File: config.mk
export PLATFORM = sky130hd
export DESIGN_NAME = capture_sequencer
export DESIGN_NICKNAME = d
export VERILOG_FILES = /design/src/rtl/capture_sequencer.sv
export SDC_FILE = /design/constraint.sdc
export NUM_CORES = 1
export LEC_CHECK = 0
export ABC_CLOCK_PERIOD_IN_PS = 3150
export CAP_MARGIN = 20
export CORE_UTILIZATION = 51
export CTS_BUF_LIST = sky130_fd_sc_hd__clkbuf_2
export DETAILED_ROUTE_END_ITERATION = 7
export PLACE_DENSITY = 0.76
export SETUP_SLACK_MARGIN = 0.02
export SLEW_MARGIN = 20
export SYNTH_ARGS = -nofsm -noshare
export SYNTH_HDL_FRONTEND = slang
export SYNTH_SLANG_ARGS = --single-unit
File: constraint.sdc
create_clock -name clk -period 3.15 [get_ports clk]
set_input_delay 0.7875 -clock clk [delete_from_list [all_inputs] [get_ports clk]]
set_output_delay 0.7875 -clock clk [all_outputs]
set_load 0.01 [all_outputs]
File: src/rtl/capture_sequencer.sv
// Capture sequencer: steps the sample FIFO through clear, pre-trigger fill, trigger window, post-trigger fill and readout.
// Optional build macro SEQ_TRIG_DELAY_EN adds the trig_delay output (valid samples seen while waiting for trigger).
module capture_sequencer #(
  parameter int PTR_W = 15,
  parameter int CNT_W = 32
) (
  input  logic             clk,
  input  logic             reset_n,
  input  logic             arm,
  input  logic             abort,
  input  logic [PTR_W-1:0] pretrig_len,
  input  logic [PTR_W:0]   posttrig_len,
  input  logic             sample_valid,
  input  logic             trigger,
  input  logic             rd_ready,
  input  logic             fifo_full,
  input  logic             fifo_empty,
  output logic             fifo_en,
  output logic             fifo_rnw,
  output logic             fifo_clear,
  output logic             fifo_hold_window,
  output logic             busy,
  output logic             done,
  output logic [2:0]       state_o
`ifdef SEQ_TRIG_DELAY_EN
  ,
  output logic [CNT_W-1:0] trig_delay
`endif
);

  typedef enum logic [2:0] {
    ST_IDLE  = 3'd0,
    ST_CLEAR = 3'd1,
    ST_PRE   = 3'd2,
    ST_WAIT  = 3'd3,
    ST_POST  = 3'd4,
    ST_READ  = 3'd5
  } state_t;

  localparam logic [PTR_W:0] CNT_ONE = {{PTR_W{1'b0}}, 1'b1};

  state_t           state_r, state_s, fsm_nxt_s;
  logic             abort_pend_r, abort_pend_s, pend_nxt_s, abort_hit_s;
  logic [PTR_W-1:0] pre_len_r;
  logic [PTR_W:0]   post_len_r;
  logic [PTR_W:0]   wr_cnt_r, wr_cnt_s, cnt_inc_s;
  logic             done_r, busy_r;

  assign abort_hit_s  = abort && (state_r != ST_IDLE);
  // An abort while already clearing needs no second clear pulse.
  assign state_s      = abort_hit_s ? ((state_r == ST_CLEAR) ? ST_IDLE : ST_CLEAR) : fsm_nxt_s;
  assign abort_pend_s = abort_hit_s ? 1'b1 : pend_nxt_s;
  assign cnt_inc_s    = wr_cnt_r + CNT_ONE;

  // Next-state, write counter and FIFO control decode.
  always_comb begin
    fsm_nxt_s        = state_r;
    pend_nxt_s       = abort_pend_r;
    wr_cnt_s         = wr_cnt_r;
    fifo_en          = 1'b0;
    fifo_rnw         = 1'b1;
    fifo_clear       = 1'b0;
    fifo_hold_window = 1'b0;
    case (state_r)
      ST_IDLE: begin
        if (arm) begin
          fsm_nxt_s  = ST_CLEAR;
          pend_nxt_s = 1'b0;
          wr_cnt_s   = '0;
        end else begin
          fsm_nxt_s  = ST_IDLE;
        end
      end
      ST_CLEAR: begin
        fifo_clear = 1'b1;
        wr_cnt_s   = '0;
        if (abort_pend_r) begin
          fsm_nxt_s = ST_IDLE;
        end else if (pre_len_r != '0) begin
          fsm_nxt_s = ST_PRE;
        end else begin
          fsm_nxt_s = ST_WAIT;
        end
      end
      ST_PRE: begin
        fifo_en  = sample_valid;
        fifo_rnw = 1'b0;
        if (sample_valid) begin
          wr_cnt_s = cnt_inc_s;
          if (cnt_inc_s == {1'b0, pre_len_r}) begin
            fsm_nxt_s = ST_WAIT;
          end else begin
            fsm_nxt_s = ST_PRE;
          end
        end else begin
          fsm_nxt_s = ST_PRE;
        end
      end
      ST_WAIT: begin
        // Each write also retires the oldest sample, so the window slides at constant depth.
        fifo_en          = sample_valid;
        fifo_rnw         = 1'b0;
        fifo_hold_window = 1'b1;
        wr_cnt_s         = '0;
        if (trigger) begin
          fsm_nxt_s = (post_len_r == '0) ? ST_READ : ST_POST;
        end else begin
          fsm_nxt_s = ST_WAIT;
        end
      end
      ST_POST: begin
        fifo_en  = sample_valid & ~fifo_full;
        fifo_rnw = 1'b0;
        if (fifo_full) begin
          fsm_nxt_s = ST_READ;
        end else if (sample_valid) begin
          wr_cnt_s  = cnt_inc_s;
          fsm_nxt_s = (cnt_inc_s == post_len_r) ? ST_READ : ST_POST;
        end else begin
          fsm_nxt_s = ST_POST;
        end
      end
      ST_READ: begin
        fifo_en  = rd_ready & ~fifo_empty;
        fifo_rnw = 1'b1;
        if (fifo_empty) begin
          fsm_nxt_s = ST_IDLE;
        end else begin
          fsm_nxt_s = ST_READ;
        end
      end
      default: begin
        fsm_nxt_s = ST_IDLE;
      end
    endcase
  end

  // State, latched lengths, counter and registered status flags.
  always_ff @(posedge clk) begin
    if (!reset_n) begin
      state_r      <= ST_IDLE;
      abort_pend_r <= 1'b0;
      pre_len_r    <= '0;
      post_len_r   <= '0;
      wr_cnt_r     <= '0;
      done_r       <= 1'b0;
      busy_r       <= 1'b0;
    end else begin
      state_r      <= state_s;
      abort_pend_r <= abort_pend_s;
      wr_cnt_r     <= wr_cnt_s;
      done_r       <= (state_s == ST_READ) && (state_r != ST_READ);
      busy_r       <= (state_s != ST_IDLE);
      if ((state_r == ST_IDLE) && arm) begin
        pre_len_r  <= pretrig_len;
        post_len_r <= posttrig_len;
      end else begin
        pre_len_r  <= pre_len_r;
        post_len_r <= post_len_r;
      end
    end
  end

  assign busy    = busy_r;
  assign done    = done_r;
  assign state_o = state_r;

`ifdef SEQ_TRIG_DELAY_EN
  localparam logic [CNT_W-1:0] DLY_ONE = {{(CNT_W-1){1'b0}}, 1'b1};
  logic [CNT_W-1:0] dly_r;

  // Saturating count of valid samples in WAIT before the trigger; frozen until the next clear.
  always_ff @(posedge clk) begin
    if (!reset_n) begin
      dly_r <= '0;
    end else if (state_r == ST_CLEAR) begin
      dly_r <= '0;
    end else if ((state_r == ST_WAIT) && sample_valid && !trigger && (dly_r != '1)) begin
      dly_r <= dly_r + DLY_ONE;
    end else begin
      dly_r <= dly_r;
    end
  end

  assign trig_delay = dly_r;
`else
  // CNT_W only sizes the optional delay counter.
  logic [CNT_W-1:0] unused_trig_delay_s;
  assign unused_trig_delay_s = '0;
`endif

endmodule

Yosys cells after proc, flatten, opt, wreduce, memory -nomap -nowiden. Index checks and enable logic that the tools add are counted.

Equal/unequal tests: 11. Multiplexer cells: 25. Reductions and logical operators: 16. Add/subtract/negate cells: 1. Bitwise logic cells: 4.

Operators with widths (number): 16-bit one-hot mux with 4 select lines (1); 16-bit two-way mux (3); 3-bit one-hot mux with 6 select lines (1); 16-bit by 1-bit adder with 16-bit output (second input constant) (1); 16-bit by 15-bit equality test with 1-bit output (1); 16-bit equality test (1); 16-bit logical NOT (1); 15-bit nonzero test (1); 1-bit two-way mux (14); 3-bit two-way mux (4); 3-bit equality test (second input constant) (3); 3-bit by 2-bit equality test with 1-bit output (second input constant) (2); 3-bit nonzero test (2); 2-bit != test (second input constant) (2); 2-bit nonzero test (2); 4-bit nonzero test (1); 2-bit OR reduction (2); 3-bit by 1-bit equality test with 1-bit output (second input constant) (1); 1-bit logical AND (3); 3-bit logical NOT (1); 3-bit != test (second input constant) (1); 1-bit one-hot mux with 3 select lines (1); 3-bit AND reduction (1); 3-bit OR reduction (1); other kinds (4) (6).

Input bits: 40. Logic and storage cells: 64. Output and inout port bits: 9. Bits in registers: 53.

Depth between registers and ports, before layout. Gate-level depths: netlist of run 1.

Word-level depth: 9. Gate-level depth with buffers: 10. Depth with buffers taken out: 8.

Worst setup path after synthesis of run 1. Ideal clock, no wire load.

Path kind: register to register. Start point: register wr_cnt_r[1]. End point: register done_r, in the netlist done. Library setup time: 0.060 ns. Data required time: 3.090 ns. Path slack: 0.786 ns. Arrival time: 2.305 ns. Stages on the path, launching flop included: 10. Clock period less this slack: 2.364 ns. Path buffers: 1. Path through: dfxtp_1 > ha_1 > clkbuf_1 > nand3_2 > nor4_4 > xnor2_1 > o2111ai_1 > a2111oi_2 > nor4_1 > and3b_1.

Cells in the longest elaborated chain, start to end: 9. Elaborated cells between the ends (all ways): 12. Classes of those cells: add/sub (1); eq/ne (3); mux (7); reduce/logical (1).

RTL lines: from (decl) (RTL line 46) `logic [PTR_W:0] wr_cnt_r, wr_cnt_s, cnt_inc_s;`; from (signal assigned) (RTL line 151) `wr_cnt_r <= wr_cnt_s;`; 16-bit by 1-bit adder with 16-bit output (*) (RTL line 53) `assign cnt_inc_s = wr_cnt_r + CNT_ONE;`; 16-bit equality test (RTL line 118) `fsm_nxt_s = (cnt_inc_s == post_len_r) ? ST_READ : ST_POST;`; 1-bit two-way mux (RTL line 118); 1-bit two-way mux (RTL line 116) `end else if (sample_valid) begin`; 1-bit two-way mux (RTL line 114) `if (fifo_full) begin`; 3-bit one-hot mux with 6 select lines (*) (RTL line 64) `case (state_r)`; 3-bit two-way mux (*) (RTL line 51) `assign state_s = abort_hit_s ? ((state_r == ST_CLEAR) ? ST_IDLE : ST_CLEAR) : fsm_nxt_s;`; 3-bit equality test (*) (RTL line 152) `done_r <= (state_s == ST_READ) && (state_r != ST_READ);`; 1-bit logical AND (*) (RTL line 152); to (signal assigned) (RTL line 152); to (decl) (RTL line 47) `logic done_r, busy_r;`.

Mark *: on every way between the ends. The rest lies on a longest branch, timed or not. A chain may end at the register's enable or synchronous reset.

Worst setup path in the final report of run 1. Ends and elaborated chain as after synthesis.

==> results of run 1 <==
[synth_stat cells, drive strengths merged, types with 10 or more instances]
| master | number |
|---|---|
| nand2 | 82 |
| dfxtp | 53 |
| a21boi | 43 |
| clkbuf | 21 |
| nor2 | 20 |
| o21ai | 19 |
| xnor2 | 17 |
| nor4 | 16 |
| a21oi | 15 |
| buf | 13 |
| xor2 | 13 |
| nand3 | 12 |
| inv | 10 |
| nor2b | 10 |
[layer usage]
layer | vias to the layer above | track usage [%]
met5 | - | 0
met4 | 0 | 6.471
met3 | 13 | 5.058
met2 | 141 | 48.17
met1 | 1602 | 36.74
li1 | 1654 | -
[cell families (layout without fill, tap and decap cells)]
family | count (synthesis) | count (layout)
buf+inv | 44 | 84
fa+ha+maj | 3 | 3
xor+xnor | 33 | 33
compound gates | 115 | 115
simple gates | 192 | 192
flops | 53 | 53
mux | 4 | 4
[power breakdown]
group	internal, µW	switching [µW]	total, µW
sequential	778	165	943
combinational	433	527	960
clock	57.2	224	281
[worst min-delay path by stage]
stage	start	endpoint	slack [ns]	depth (start not counted)
finish	post_len_r[12]	post_len_r[12]	0.51	2
global route	pre_len_r[3]	pre_len_r[3]	0.55	2
CTS	post_len_r[12]	post_len_r[12]	0.51	2
detailed placement	post_len_r[12]	post_len_r[12]	0.49	2
global placement	post_len_r[14]	post_len_r[14]	0.48	2
floorplan	pre_len_r[3]	pre_len_r[3]	0.46	2
[critical path, delay by kind of cell (launching register included)]
kind                     cells  cell delay, ns
adder cells (fa/ha/maj)      1            0.44
AND/OR/NAND/NOR              4            0.96
AO/OA/AOI/OAI                2            0.73
XOR/XNOR                     1            0.21
flip-flops                   1            0.50
[cell type report]
cell class	count	area share (%)
clock buffers	6	0.7308
clock inverters	2	0.3654
inverters	10	0.9135
multi-input cells	347	54.84
flip-flops and latches	53	25.85
well taps	77	2.345
repair buffers	66	14.95
[registers in the layout (all words and copies together) (netlist names)]
| name | count |
|---|---|
| abort_pend_r | 1 |
| busy | 1 |
| done | 1 |
| post_len_r | 16 |
| pre_len_r | 15 |
| state_o | 3 |
| wr_cnt_r | 16 |
[what timing repair did]
| action | CTS | global route |
|---|---|---|
| endpoints found under the setup margin | 1 | 2 |
| gates resized for setup | 2 | 1 |
| hold buffers | 0 | 0 |
[stage by stage]
stage / instances / power [µW] / utilization, %
final: 561 / 2184 / 63.26
after global routing: 561 / 2335 / 63.26
after CTS: 561 / 2187 / 63.24
after detailed placement: 553 / 1905 / 62.55
after global placement: 553 / 1881 / 62.55
after floorplan: 444 / 1537 / -
==> metrics.md, run 1 <==
| Metric | Value |
|---|---|
| Max cap viols | `0` |
| CP arrival | `about 3.3 ns` |
| R2R cell count | `8` |
| Slowest CP cell | `a2111oi_2` |
| Count of final max-slew check failures | `0` |
| Final worst path period share | `approximately nine tenths` |
| Simple-gate share of the synthesized area | `between 20 and 30%` |
| Antenna diodes | `0` |
| Worst slew margin | `between 60 and 70%` |
| Wire length on met2 | `4739 µm` |
| Avg WL per Cell | `between 15 and 20 µm` |
| Largest stage delay, worst path | `roughly 0.52 ns` |
| GPL Wtd Cong | `between 0.9 and 1` |
| Fin crit period | `2.878 ns` |
| # H-tree levels | `2` |
| Critical Path Start Type | `register` |
| Sink Count | `53` |
| Rows | `29` |
| Largest net degree at the start of global routing | `25` |
| Clock Skew | `0.01491 ns` |
| DRT iter0 DRCs | `269` |
| Seq/Total Area, Yosys | `a little under a third` |
| Worst slew pin tran | `0.5657 ns` |
| Synth Cell Area | `3511 µm²` |
| Critical-path maximum fanout | `11` |
| Postcts setup bufs | `0` |
| Most used DFF post-synth | `dfxtp_1` |
| Crit path required time | `roughly 3.6 ns` |
| Beginning of the critical path | `wr_cnt_r[1]` |
| Net count after synthesis | `around 490` |
| Overflow after GRT | `0` |
| Via count | `~3400` |
| Synth area leaders | `dfxtp_1 (30%), a21boi_0 (9.2%), nand2_1 (8.7%)` |
| Run status | `finished clean` |
| Leading cell type in the layout, fill and taps excluded | `nand2_1` |
| DR pass1 iterations | `5` |
| Multi-input logic area | `2253 µm²` |
| CP cell instances | `ha_1 > nand3_2 > nor4_4 > xnor2_1 > o2111ai_1 > a2111oi_2 > nor4_1 > and3b_1` |
| Final Hold Vio Count | `0` |
| First-pass GRT wire length | `approximately 16000 µm` |
| Total Routed Length | `around 10000 µm` |
| Die Area | `between 7000 and 8000 µm²` |
| Pwr per Cell Area | `about 530 nW/µm²` |
| Largest area contributor in the netlist | `dfxtp_1` |
| Max Used Layer | `met4` |
| Place WS | `0.002222 ns` |
| Drt via density | `6.078` |
| Register area | `approximately 1100 µm²` |
| Main combinational cell family by area after synthesis | `simple AND/OR/NAND/NOR gates` |
| DP Area | `about 4100 µm²` |
| Die Wd | `around 85 µm` |
| Post-synthesis mux area share | `under 10%` |
| Worst min-delay path class | `register to register` |
| Design area | `4109 µm²` |
| NumNets Final | `526` |
| I/O pins | `about 50` |
| XOR/XNOR share of the synthesized area | `9.408%` |
| Port bufs | `48` |
| Unrepaired setup endpoints after global routing | `false` |
| Metal1 wirelength | `around 4400 µm` |
| Vias in the first global route | `3175` |
| # setup viols final | `0` |
| Worst skew pair latency | `0.43 ns` |
| Layout fillers | `592` |
| DP HPWL | `7454 µm` |
| TritonCTS buffer count | `5` |
| Fmax | `around 350 MHz` |
| FF+latch count, synth | `53` |
| Flop-to-flop setup slack | `approximately 0.27 ns` |
| Lkg Pwr | `roughly 0.0015 µW` |
| Worst R2R Start | `wr_cnt_r[1]` |
| Reg2reg end | `done` |
| Drt drc | `0` |
| Initial Utilization | `a little over half` |
| Met3 wire length | `roughly 550 µm` |
| Netlist cell types | `between 60 and 70` |
| Total negative setup slack | `0 ns` |
| Die Y-Extent | `approximately 85 µm` |
| Max clock buf depth | `2` |
| CP Capture Point | `done` |
| Max IR drop VDD | `roughly 0.00038 V` |
| CTS tree | `yes` |
| Initial antenna violation count | `0` |
| Endpoint kind of the worst setup timing path | `register` |
| Yosys Warn Count | `0` |
| Adder-cell share of the synthesized area | `~1.1%` |
| Post-route ant nets | `0` |
| Post-synth top area share | `30.22%` |
| Reg clk slew, reported paths | `roughly 0.27 ns` |
| Crit Path Class | `register to register` |
| Most frequent cells in the layout | `nand2_1 (81), dfxtp_1 (52), clkdlybuf4s50_1 (47)` |
| Post-synthesis compound-gate area fraction | `23.20%` |
| Final worst slack | `approximately 0.27 ns` |
| Area grow syn2layout | `17.03%` |
| Avg Inst Size Synth | `just under 8 µm²` |
| Number of synthesized flops with an enable pin | `0` |
| Syn Inst Count | `444` |
| Root buffer cell | `clkbuf_2` |
| Layout cells sized above 1 | `about 8%` |
| Gr usage total | `28.08%` |
| Placeable Area | `6495 µm²` |
| Post-synth ARST share | `0%` |
| Worst hold slack | `0.5063 ns` |
Note: power is estimated with default switching activity, not from simulation.
==> run 2, diff against run 1 <==
--- a/config.mk
+++ b/config.mk
@@ -7,10 +7,12 @@
 export LEC_CHECK = 0
 export ABC_CLOCK_PERIOD_IN_PS = 3150
 export CAP_MARGIN = 20
-export CORE_UTILIZATION = 51
+export CELL_PAD_IN_SITES_DETAIL_PLACEMENT = 0
+export CELL_PAD_IN_SITES_GLOBAL_PLACEMENT = 2
+export CORE_UTILIZATION = 33
 export CTS_BUF_LIST = sky130_fd_sc_hd__clkbuf_2
 export DETAILED_ROUTE_END_ITERATION = 7
-export PLACE_DENSITY = 0.76
+export PLACE_DENSITY = 0.83
 export SETUP_SLACK_MARGIN = 0.02
 export SLEW_MARGIN = 20
 export SYNTH_ARGS = -nofsm -noshare
==> metrics.md, run 2 (synthesis results as in run 1) <==
| Metric | Value |
|---|---|
| Run status | `finished clean` |
| Clock Skew | `0.02601 ns (+0.01110 ns)` |
| CP arrival | `2.11 ns (-1.17 ns)` |
| CTS tree | `yes` |
| R2R cell count | `7 (-1)` |
| Total negative setup slack | `0 ns (unchanged)` |
| Die Wd | `105.1 µm (+24%)` |
| Postcts setup bufs | `0 (unchanged)` |
| Max cap viols | `0 (unchanged)` |
| Final Hold Vio Count | `0 (unchanged)` |
| Count of final max-slew check failures | `0 (unchanged)` |
| Met1 usage | `27.55% (-9.2 points)` |
| Switching Power | `957.5 µW (+4.6%)` |
| Total Routed Length | `10630 µm (+8.7%)` |
| Die Y-Extent | `105.1 µm (+24%)` |
| Worst skew pair latency | `0.47 ns (+0.04 ns)` |
| # H-tree levels | `2 (unchanged)` |
| Busiest layer in global routing | `met2` |
| Leading cell type in the layout, fill and taps excluded | `nand2_1` |
| I/O pins | `49 (unchanged)` |
| Final worst path period share | `92.08% (+0.72 points)` |
| Largest net degree at the start of global routing | `34 (+36%)` |
| Met2 Use GR | `32.78% (-15 points)` |
| Worst min-delay path class | `register to register` |
| Max IR drop VDD | `0.0002126 V (-44%)` |
| Worst R2R Start | `wr_cnt_r[2]` |
| # setup viols final | `0 (unchanged)` |
| Initial Utilization | `34.01% (-20 points)` |
| Rows | `37 (+28%)` |
| Antenna diodes | `0 (unchanged)` |
| Initial antenna violation count | `0 (unchanged)` |
| Lkg Pwr | `0.001539 µW (+1.6%)` |
| First-pass GRT wire length | `17280 µm (+8.5%)` |
| Critical Path Start Type | `register` |
| Beginning of the critical path | `state_o[1]` |
| Drt via density | `5.248 (-14%)` |
| Critical-path maximum fanout | `15 (+4)` |
| GPL Wtd Cong | `0.8933 (-3.4%)` |
| Worst slew margin | `65.10% (+3.2 points)` |
| Placeable Area | `10320 µm² (+59%)` |
| DR pass1 iterations | `5 (unchanged)` |
| Sw frac | `41.25% (-0.67 points)` |
| Sink Count | `53 (unchanged)` |
| Reg clk slew, reported paths | `0.33 ns (+0.06 ns)` |
| Grt met3 use | `2.807% (-2.3 points)` |
| Max clock buf depth | `2 (unchanged)` |
| Most frequent cells in the layout | `nand2_1 (81), dfxtp_1 (53), clkdlybuf4s50_1 (47)` |
| Hold path start | `pre_len_r[4]` |
| Reg2reg end | `done` |
| Layout cells sized above 1 | `8.230% (+0.17 points)` |
| Unrepaired setup endpoints after global routing | `false` |
| Power share of the clock group | `17.2% (+4.3 points)` |
| Port bufs | `48 (unchanged)` |
| Int Power | `1364 µW (+7.5%)` |
| Drt drc | `0 (unchanged)` |
| Layout fillers | `1084 (+83%)` |
| Pwr per Cell Area | `549.5 nW/µm² (+3.4%)` |
| Worst slew pin tran | `0.5228 ns (-0.04290 ns)` |
| Crit Path Class | `register to output pin` |
| Post-route ant nets | `0 (unchanged)` |
| Root buffer cell | `clkbuf_2` |
| Die Area | `11060 µm² (+53%)` |
| Flop-to-flop setup slack | `0.33 ns (+0.06 ns)` |
| Fin util | `40.92% (-22 points)` |
| Vias in the first global route | `3212 (+1.2%)` |
| Via count | `3264 (-4.3%)` |
| CP Capture Point | `fifo_hold_window` |
| Avg WL per Cell | `17.09 µm (-1.9%)` |
| Gr usage total | `19.87% (-8.2 points)` |
| TritonCTS buffer count | `5 (unchanged)` |
| DRT iter0 DRCs | `173 (-36%)` |
| Crit path required time | `2.36 ns (-1.19 ns)` |
| Area grow syn2layout | `20.31%` |
| Fin crit period | `2.900 ns (+0.02270 ns)` |
| DP HPWL | `8092 µm (+8.6%)` |
| Overflow after GRT | `0 (unchanged)` |
| NumNets Final | `528 (+0.38%)` |
| Comb power frac | `42.7% (-1.3 points)` |
| Fmax | `344.8 MHz (-0.78%)` |
| Top Registers | `post_len_r (16), wr_cnt_r (16), pre_len_r (15)` |
| Endpoint kind of the worst setup timing path | `output pin` |
| Sequential Power Share | `40.2% (-3.0 points)` |
[run 2: worst min-delay path by stage]
stage,end,slack (ns),cells after the start
2_1_floorplan,pre_len_r[3],0.46,2
3_5_place_dp,pre_len_r[4],0.49,2
6_report,pre_len_r[4],0.51,2
4_1_cts,pre_len_r[4],0.52,2
3_3_place_gp,abort_pend_r,0.48,2
5_1_grt,pre_len_r[3],0.53,2
[run 2: power by group through the flow]
stage / sequential, µW / clock [µW] / combinational, µW
CTS: 933 / 408 / 1000
global placement: 945 / 0 / 996
finish: 932 / 399 / 990
floorplan: 883 / 0 / 654
global route: 954 / 431 / 1100
detailed placement: 948 / 0 / 997
[run 2: worst max-delay path: stages (launching register included)]
cell	delay, ns
dfxtp_1	0.68
nand2_1	0.19
nor2_1	0.21
clkdlybuf4s50_1	0.57
[run 2: final cells by class]
| cell class | instances | area, µm² | area share (%) |
|---|---|---|---|
| Multi-Input combinational cell | 347 | 2253 | 53.35 |
| Sequential cell | 53 | 1061 | 25.12 |
| Timing Repair Buffer | 68 | 629.4 | 14.90 |
| Tap cell | 136 | 170.2 | 4.028 |
| Clock inverter | 3 | 47.55 | 1.126 |
| Inverter | 10 | 37.54 | 0.8886 |
| Clock buffer | 5 | 25.02 | 0.5924 |
[run 2: routing by layer]
| layer | wire length (µm) | share of wire [%] |
|---|---|---|
| met5 | 0 | 0 |
| met4 | 135 | 1.3 |
| met3 | 395 | 3.7 |
| met2 | 4843 | 46 |
| met1 | 5255 | 49 |
[run 2: through the flow]
stage	hold slack, ns	instance area (µm²)	cells	power, µW	setup WS [ns]
6_report	0.5123	4224	622	2321	0.2495
2_1_floorplan	0.4573	3511	444	1537	0.7857
3_3_place_gp	0.4811	4151	614	1941	0.005626
4_1_cts	0.5174	4223	622	2343	0.2421
5_1_grt	0.5333	4224	622	2483	0.05424
3_5_place_dp	0.4862	4151	614	1945	-0.005094
[run 2: repair_timing]
action,CTS,global route
resized for setup,1,1
pin swaps,0,0
hold buffers,0,0
setup endpoints to repair,1,2
endpoints found under the hold margin,0,0
==> run 3, diff against run 2 <==
--- a/config.mk
+++ b/config.mk
@@ -12,7 +12,7 @@
 export CORE_UTILIZATION = 33
 export CTS_BUF_LIST = sky130_fd_sc_hd__clkbuf_2
 export DETAILED_ROUTE_END_ITERATION = 7
-export PLACE_DENSITY = 0.83
+export PLACE_DENSITY = 0.8
 export SETUP_SLACK_MARGIN = 0.02
 export SLEW_MARGIN = 20
 export SYNTH_ARGS = -nofsm -noshare
==> constraint.sdc (replaced) <==
create_clock -name clk -period 3.15 [get_ports clk]
set_input_delay 0.7875 -clock clk [delete_from_list [all_inputs] [get_ports clk]]
set_output_delay 0.7875 -clock clk [all_outputs]
set_load 0.1 [all_outputs]
==> metrics.md, run 3 (synthesis results as in run 1) <==
| Metric | Value |
|---|---|
| Worst slew pin tran | `0.5612 ns (+0.03842 ns)` |
| DP HPWL | `8059 µm (-0.41%)` |
| Unrepaired setup endpoints after global routing | `false` |
| # H-tree levels | `2 (unchanged)` |
| Port bufs | `48 (unchanged)` |
| Run status | `finished clean` |
| Critical-path maximum fanout | `14 (-1)` |
| Met1 usage | `26.75% (-0.80 points)` |
| Fin crit period | `2.896 ns (-0.004665 ns)` |
| Initial antenna violation count | `0 (unchanged)` |
| Gr usage total | `19.30% (-0.57 points)` |
| Clock Skew | `0.01657 ns (-0.009437 ns)` |
| TritonCTS buffer count | `5 (unchanged)` |
| Final worst path period share | `91.93% (-0.15 points)` |
| Endpoint kind of the worst setup timing path | `output pin` |
| I/O pins | `49 (unchanged)` |
| Overflow after GRT | `0 (unchanged)` |
| Postcts setup bufs | `0 (unchanged)` |
| Worst R2R Start | `wr_cnt_r[4]` |
| CTS tree | `yes` |
| Crit Path Class | `register to output pin` |
| Hold path start | `abort_pend_r` |
| Crit path required time | `2.36 ns (about the same)` |
| R2R cell count | `7 (unchanged)` |
| Grt met3 use | `2.433% (-0.37 points)` |
| Area grow syn2layout | `18.50%` |
| GPL Wtd Cong | `0.8743 (-2.1%)` |
| CP arrival | `2.11 ns (about the same)` |
| Fmax | `345.3 MHz (+0.16%)` |
| Lkg Pwr | `0.001511 µW (-1.8%)` |
| Post-route ant nets | `0 (unchanged)` |
| Final worst slack | `0.2542 ns (+0.004665 ns)` |
| Layout cells sized above 1 | `9.395% (+1.2 points)` |
| Avg WL per Cell | `16.92 µm (-1.0%)` |
| Die Wd | `105.1 µm (unchanged)` |
| Flop-to-flop setup slack | `0.29 ns (-0.04 ns)` |
| Sink Count | `53 (unchanged)` |
| Leading cell type in the layout, fill and taps excluded | `nand2_1` |
| Reg clk slew, reported paths | `0.29 ns (-0.04 ns)` |
| Place WS | `0.1009 ns (+0.1060 ns)` |
| Drt via density | `5.286 (+0.74%)` |
| Layout fillers | `1068 (-1.5%)` |
| Worst min-delay path class | `register to register` |
| Total Routed Length | `10400 µm (-2.1%)` |
| Busiest layer in global routing | `met2` |
| Most frequent cells in the layout | `nand2_1 (81), dfxtp_1 (53), a21boi_0 (43)` |
| Pwr per Cell Area | `580.3 nW/µm² (+5.6%)` |
| Max clock buf depth | `2 (unchanged)` |
| DR pass1 iterations | `4 (-1)` |
| DP Area | `4113 µm² (-0.93%)` |
| Max IR drop VDD | `0.0002960 V (+39%)` |
| Worst skew pair latency | `0.46 ns (about the same)` |
| Root buffer cell | `clkbuf_2` |
| Largest net degree at the start of global routing | `34 (unchanged)` |
| Drt drc | `0 (unchanged)` |
| DRT iter0 DRCs | `139 (-20%)` |
| Count of final max-slew check failures | `0 (unchanged)` |
| Critical Path Start Type | `register` |
| Hold path endpoint | `abort_pend_r` |
| Placeable Area | `10320 µm² (unchanged)` |
| Initial Utilization | `34.01% (unchanged)` |
| Design area | `4160 µm² (-1.5%)` |
| Rows | `37 (unchanged)` |
| Worst slew margin | `61.62% (-3.5 points)` |
| Max cap viols | `0 (unchanged)` |
| Final Hold Vio Count | `0 (unchanged)` |
| NumNets Final | `521 (-1.3%)` |
| Antenna diodes | `0 (unchanged)` |
| Via count | `3251 (-0.40%)` |
| First-pass GRT wire length | `16600 µm (-3.9%)` |
| Vias in the first global route | `3115 (-3.0%)` |
| Met2 Use GR | `31.08% (-1.7 points)` |
| WHS Path Cells | `2 (unchanged)` |
| Reg2reg end | `done` |
| Die Area | `11060 µm² (unchanged)` |
| Top Registers | `post_len_r (16), wr_cnt_r (16), pre_len_r (15)` |
| Die Y-Extent | `105.1 µm (unchanged)` |
| # setup viols final | `0 (unchanged)` |
run 3: worst max-delay path by stage:
stage                      start      end  slack [ns]  depth (start not counted)
floorplan             state_o[0]  fifo_en       -0.32                          4
global placement    sample_valid     done        0.18                          8
detailed placement  sample_valid     done        0.10                          8
CTS                   state_o[0]  fifo_en        0.23                          4
global route         wr_cnt_r[0]     done        0.07                          8
finish                state_o[0]  fifo_en        0.25                          4
run 3: area by class of cell:
class                      count  area [µm²]  share of cell area, %
inverter                      10       37.54                 0.9023
clock inverter                 3       21.27                 0.5113
multi-input combinational    347        2265                  54.44
clock buffer                   5       25.02                 0.6015
tap                          136       170.2                  4.090
sequential                    53        1061                  25.50
timing repair buffer          61       580.6                  13.95
run 3: what timing repair did:
action / 4_1_cts / 5_1_grt
setup endpoints to repair: 0 / 3
gates resized for setup: 0 / 1
hold buffers: 0 / 0
run 3: critical path, stage by stage (launching register included):
cell      delay (ns)
dfxtp_1         0.68
nand2b_1        0.20
or3_1           0.39
a21oi_2         0.19
buf_12          0.19
run 3: layer usage:
metal  vias to the layer above  share of wire, %
met3                        14               3.7
met5                         -                 0
met4                         0               2.2
met1                      1522                49
met2                        66                45
li1                       1649                 -
run 3: metrics by stage:
stage | setup TNS (ns) | std cells | hold slack [ns] | power [µW] | util [%]
6_report | 0 | 615 | 0.5178 | 2414 | 40.30
3_3_place_gp | 0 | 607 | 0.4841 | 2131 | 39.84
3_5_place_dp | 0 | 607 | 0.4892 | 2140 | 39.84
4_1_cts | 0 | 615 | 0.5155 | 2435 | 40.29
2_1_floorplan | -0.3199 | 444 | 0.4573 | 1771 | -
5_1_grt | 0 | 615 | 0.5366 | 2585 | 40.30
run 3: power by group:
part | leakage, µW | internal, µW | switching (µW) | total [µW]
clock network | 0.0000310 | 57.5 | 235 | 293
registers | 0.000432 | 776 | 174 | 951
logic | 0.00105 | 433 | 738 | 1170
total | 0.00151 | 1270 | 1150 | 2410
==> patch 1: new RTL, config.mk and constraints of run 3 <==
Build with the macro `SEQ_TRIG_DELAY_EN` defined.
--- a/src/rtl/capture_sequencer.sv
+++ b/src/rtl/capture_sequencer.sv
@@ -2,2 +2,4 @@
 // Optional build macro SEQ_TRIG_DELAY_EN adds the trig_delay output (valid samples seen while waiting for trigger).
+`define SEQ_TRIG_DELAY_EN
+
 module capture_sequencer #(
Behaviour (old outputs only; new: trig_delay): unchanged (equiv_simple and equiv_induct, registers matched by name and starting in step).
==> patch 1 against run 3 <==
Maximum frequency is 2.1% lower; via count is 49% higher; wire length is 47% higher; global-route usage grew 1.2 points; sequential cell count is 32 higher; highest routed layer unchanged; design area is 48% higher; count of clock-buffer cells in the layout grew 4; clock skew up 0.039 ns; synthesized cell count up 41%; largest power group is now registers; total power is 5.5% lower; area after synthesis rose by 41%; first-iteration DRC count grew to 2.5 times the old value; worst setup slack got worse by 0.062 ns.
==> patch 1: results (changes against run 3) <==
Run status
  – Status: completed

Placement
  – Post-Place Cells: 888 (+46%)
  – Setup slack at placement: 0.00612 ns (-0.0948 ns)
  – DP Area: 0.00604 mm² (+47%)
  – Gpl congestion: 0.842 (-3.6%)
  – Post-detail-place hpwl: 11400 µm (+42%)

Cells and area
  – Multi-input gate area: 0.00308 mm² (+36%)
  – Seq_cells: 85 (+60%)
  – NumNets Final: 757 (+45%)
  – Finished Cell Area: 0.00616 mm² (+48%)
  – # clk buffers: 9 (+4)
  – Sequential Area: 0.00170 mm² (+60%)
  – Layout cell share with drive strength beyond 1: 0.149 (+0.0547)

Detailed routing
  – DR WL met3: 602 µm (+56%)
  – DRT Pass-1 Iters: 5 (+1)
  – Vias per cell: 5.35 (+1.1%)
  – DR WL/cell: 16.9 µm (-0.24%)
  – Vias post-DR: 4832 (+49%)

Clock tree
  – Num CTS Buffers: 9 (+4)
  – Skew-Pair Late Insertion Delay: 0.62 ns (+0.16 ns)
  – CTS H-tree lvls: 3 (+1)

Global routing
  – Number of global-route vias before repair: 4703 (+51%)
  – GRT met3 Usage: 0.0318 (+0.00746)
  – GR met2 Demand/Resource: 0.331 (+0.0201)

Pwr
  – Clock power frac: 0.271 (+0.150)
  – Leakage power: 2.23 nW (+48%)
  – Sw frac: 0.340 (-0.135)

Worst hold path
  – Worst Hold Launch: pre_len_r[10]

Setup path
  – Critical Path AT: 3.51 ns (+1.40 ns)
  – Reg-to-reg endpoint: busy
  – Crit path largest cell delay: 0.65 ns (-0.03 ns)

Logic synthesis
  – Seq/Total Area, Yosys: 0.344 (+0.0418)
  – Syn nets: 669 (+37%)

Timing
  – Layout Skew: 0.0551 ns (+0.0386 ns)
  – Hold slack: 0.511 ns (-0.00636 ns)
==> patch 1: cell types whose count changed after synthesis, moves of 7 or more <==
cell / change
dfxtp_1: +32
nand3_1: +8
nor2_1: +34
nor3_1: +8
clkbuf_1: +9
o21ai_0: +7
xnor2_1: +22
nand2_1: +19
xor2_1: +8
a21oi_1: +7
nand4_1: +7
==> patch 1: cell families (layout without fill, tap and decap cells) <==
| logic type | count (synthesis) | count (layout) | synth area share |
|---|---|---|---|
| multiplexers | 5 | 5 | 0.0104 |
| AND/OR/NAND/NOR | 292 | 292 | 0.303 |
| AO/OA/AOI/OAI | 133 | 133 | 0.181 |
| buffers and inverters | 48 | 141 | 0.0410 |
| flip-flops | 85 | 85 | 0.344 |
| adder cells (fa/ha/maj) | 2 | 2 | 0.00506 |
| XOR/XNOR | 62 | 62 | 0.116 |
==> patch 2: new RTL, config.mk and constraints of run 3 <==
Without the edit above. Change the parameter `PTR_W` from 15 to 13.
--- a/src/rtl/capture_sequencer.sv
+++ b/src/rtl/capture_sequencer.sv
@@ -3,3 +3,3 @@
 module capture_sequencer #(
-  parameter int PTR_W = 15,
+  parameter int PTR_W = 13,
   parameter int CNT_W = 32
Interface: changed (resized posttrig_len and pretrig_len); port bits go from 49 to 45. No check against the original RTL was run, so the function may have changed too.
==> patch 2 against run 3 <==
Worst setup slack got worse by 0.0060 ns; synthesized cell count shrank 8.1%; total power fell by 15%; hold slack got worse by 0.0088 ns; non-clock buffer count shrank 4; area after synthesis fell by 8.9%; sequential cell count is 6 lower; global-route usage decreased by 0.49 points; wire length is 13% lower; design area decreased by 8.4%; critical path depth rose by 1; critical path type is now in -> out; critical endpoint unchanged; highest routed layer unchanged.
==> patch 2: results (changes against run 3) <==
Run status
  – Status: completed

Logic synthesis
  – Seq/Total Area, Yosys: 0.294 (-0.00788)
  – Yosys cell types: 62 (+1.6%)
  – Syn nets: 447 (-8.2%)
  – Commonest cells in the netlist: nand2_1 (73), dfxtp_1 (47), a21boi_0 (34)
  – Synth top area cells: dfxtp_1 (29%), nand2_1 (8.6%), a21boi_0 (8.0%), xnor2_1 (6.0%), o21ai_0 (3.0%)
  – Most used DFF post-synth: dfxtp_1

Global routing
  – Number of global-route vias before repair: 2824 (-9.3%)
  – Gr usage total: 0.188 (-0.00489)
  – First-pass GRT wire length: 14800 µm (-11%)
  – Largest net degree at the start of global routing: 32 (-5.9%)
  – Initial antenna violation count: 0 (unchanged)

Clock tree
  – Num CTS Buffers: 5 (unchanged)
  – Post-cts resize count: 0 (unchanged)
  – Clock transition at path regs: 0.26 ns (-0.03 ns)
  – Root buf cell: clkbuf_2
  – Clk buf depth: 2 (unchanged)

Cells and area
  – NumNets Final: 481 (-7.7%)
  – Antenna Cells: 0 (unchanged)
  – Layout cell share with drive strength beyond 1: 0.117 (+0.0234)
  – Largest regs: post_len_r (14), wr_cnt_r (14), pre_len_r (13)
  – # fillers: 979 (-8.3%)

Detailed routing
  – DRT Pass-1 Iters: 5 (+1)
  – Initial DRC count: 153 (+10%)
  – WL final: 9090 µm (-13%)
  – Vias per cell: 5.19 (-1.8%)

Timing
  – Hold slack: 0.509 ns (-0.00880 ns)
  – Layout Skew: 0.0318 ns (+0.0152 ns)
  – Slew headroom: 0.646 (+0.0295)

Placement
  – Post-detail-place hpwl: 6920 µm (-14%)
  – Gpl congestion: 0.860 (-1.6%)
  – I/O Buffers: 44 (-8.3%)

Worst hold path
  – Worst Hold Launch: abort_pend_r
  – Hold WC Path Type: reg -> reg
  – Min-Delay Endpoint: abort_pend_r

Pwr
  – Leakage power: 1.32 nW (-13%)
  – Max VDD drop: 0.269 mV (-9.1%)

Setup path
  – Reg2reg setup slack: 0.64 ns (+0.35 ns)
  – Reg2reg start: wr_cnt_r[3]
  – Reg-to-reg endpoint: busy
  – Crit Path Max Fanout: 2 (-12)
  – Worst Reg-to-Reg Cells: 7 (unchanged)
-- patch 2: changes by cell type in the layout (fill, tap and decap cells not counted), sizes merged, moves of 5 or more --
cell   before  now
xnor2      17   22
or3b        0    5
nand2      82   73
dfxtp      53   47
nor4       16    8
xor2       13    6
nor2       20   25
-- patch 2: per-layer routing --
layer	GRT usage	routed length [µm]	up-vias
li1	-	-	1508
met1	0.269	4430	1377
met2	0.300	4090	81
met3	0.0279	518	4
met4	0.0379	57	0
met5	0	0	-
-- patch 2: critical path: stages --
cell	delay (ns)
clkdlybuf4s50_1	0.42
nand2b_1	0.16
or3_1	0.37
a21oi_4	0.19
buf_12	0.19
-- patch 2: kinds of logic after synthesis --
family | after synthesis | synth area share
AOI/OAI and AO/OA | 100 | 0.222
and+or+nand+nor | 186 | 0.318
muxes | 5 | 0.0168
xor gates and xnor gates | 29 | 0.0838
adders and majority gates | 3 | 0.0117
buffers and inverters | 38 | 0.0540
DFF | 47 | 0.294
-- patch 2: layout make-up --
class                   count  area share
multi-input cells         323       0.552
flip-flops and latches     47       0.247
repair buffers             57       0.138
well taps                 129      0.0423
clock buffers               6     0.00788
inverters                   8     0.00788
clock inverters             2     0.00427
-- patch 2: worst max path at each step --
| stage | end | from | slack [ns] | cells past startpoint |
|---|---|---|---|---|
| after floorplan | fifo_en | state_o[2] | 0.05 | 4 |
| after global placement | wr_cnt_r[5] | arm | 0.23 | 8 |
| after detailed placement | wr_cnt_r[3] | arm | 0.16 | 8 |
| after CTS | fifo_en | state_o[2] | 0.17 | 5 |
| after global routing | fifo_en | state_o[1] | 0.20 | 4 |
| final | fifo_en | fifo_empty | 0.25 | 5 |
-- patch 2: power by group --
group | internal [mW] | leakage [nW] | switching (mW)
sequential | 0.679 | 0.384 | 0.121
combinational | 0.344 | 0.908 | 0.618
clock | 0.0610 | 0.0296 | 0.223
total | 1.08 | 1.32 | 0.962
-- patch 2: per-stage QoR --
stage	util	worst slack, ns	area (µm²)	instances
final	0.409	0.248	3810	572
after global routing	0.409	0.198	3810	572
after CTS	0.409	0.169	3810	572
after detailed placement	0.404	0.163	3760	564
after global placement	0.404	0.225	3760	564
after floorplan	-	0.0485	3220	408
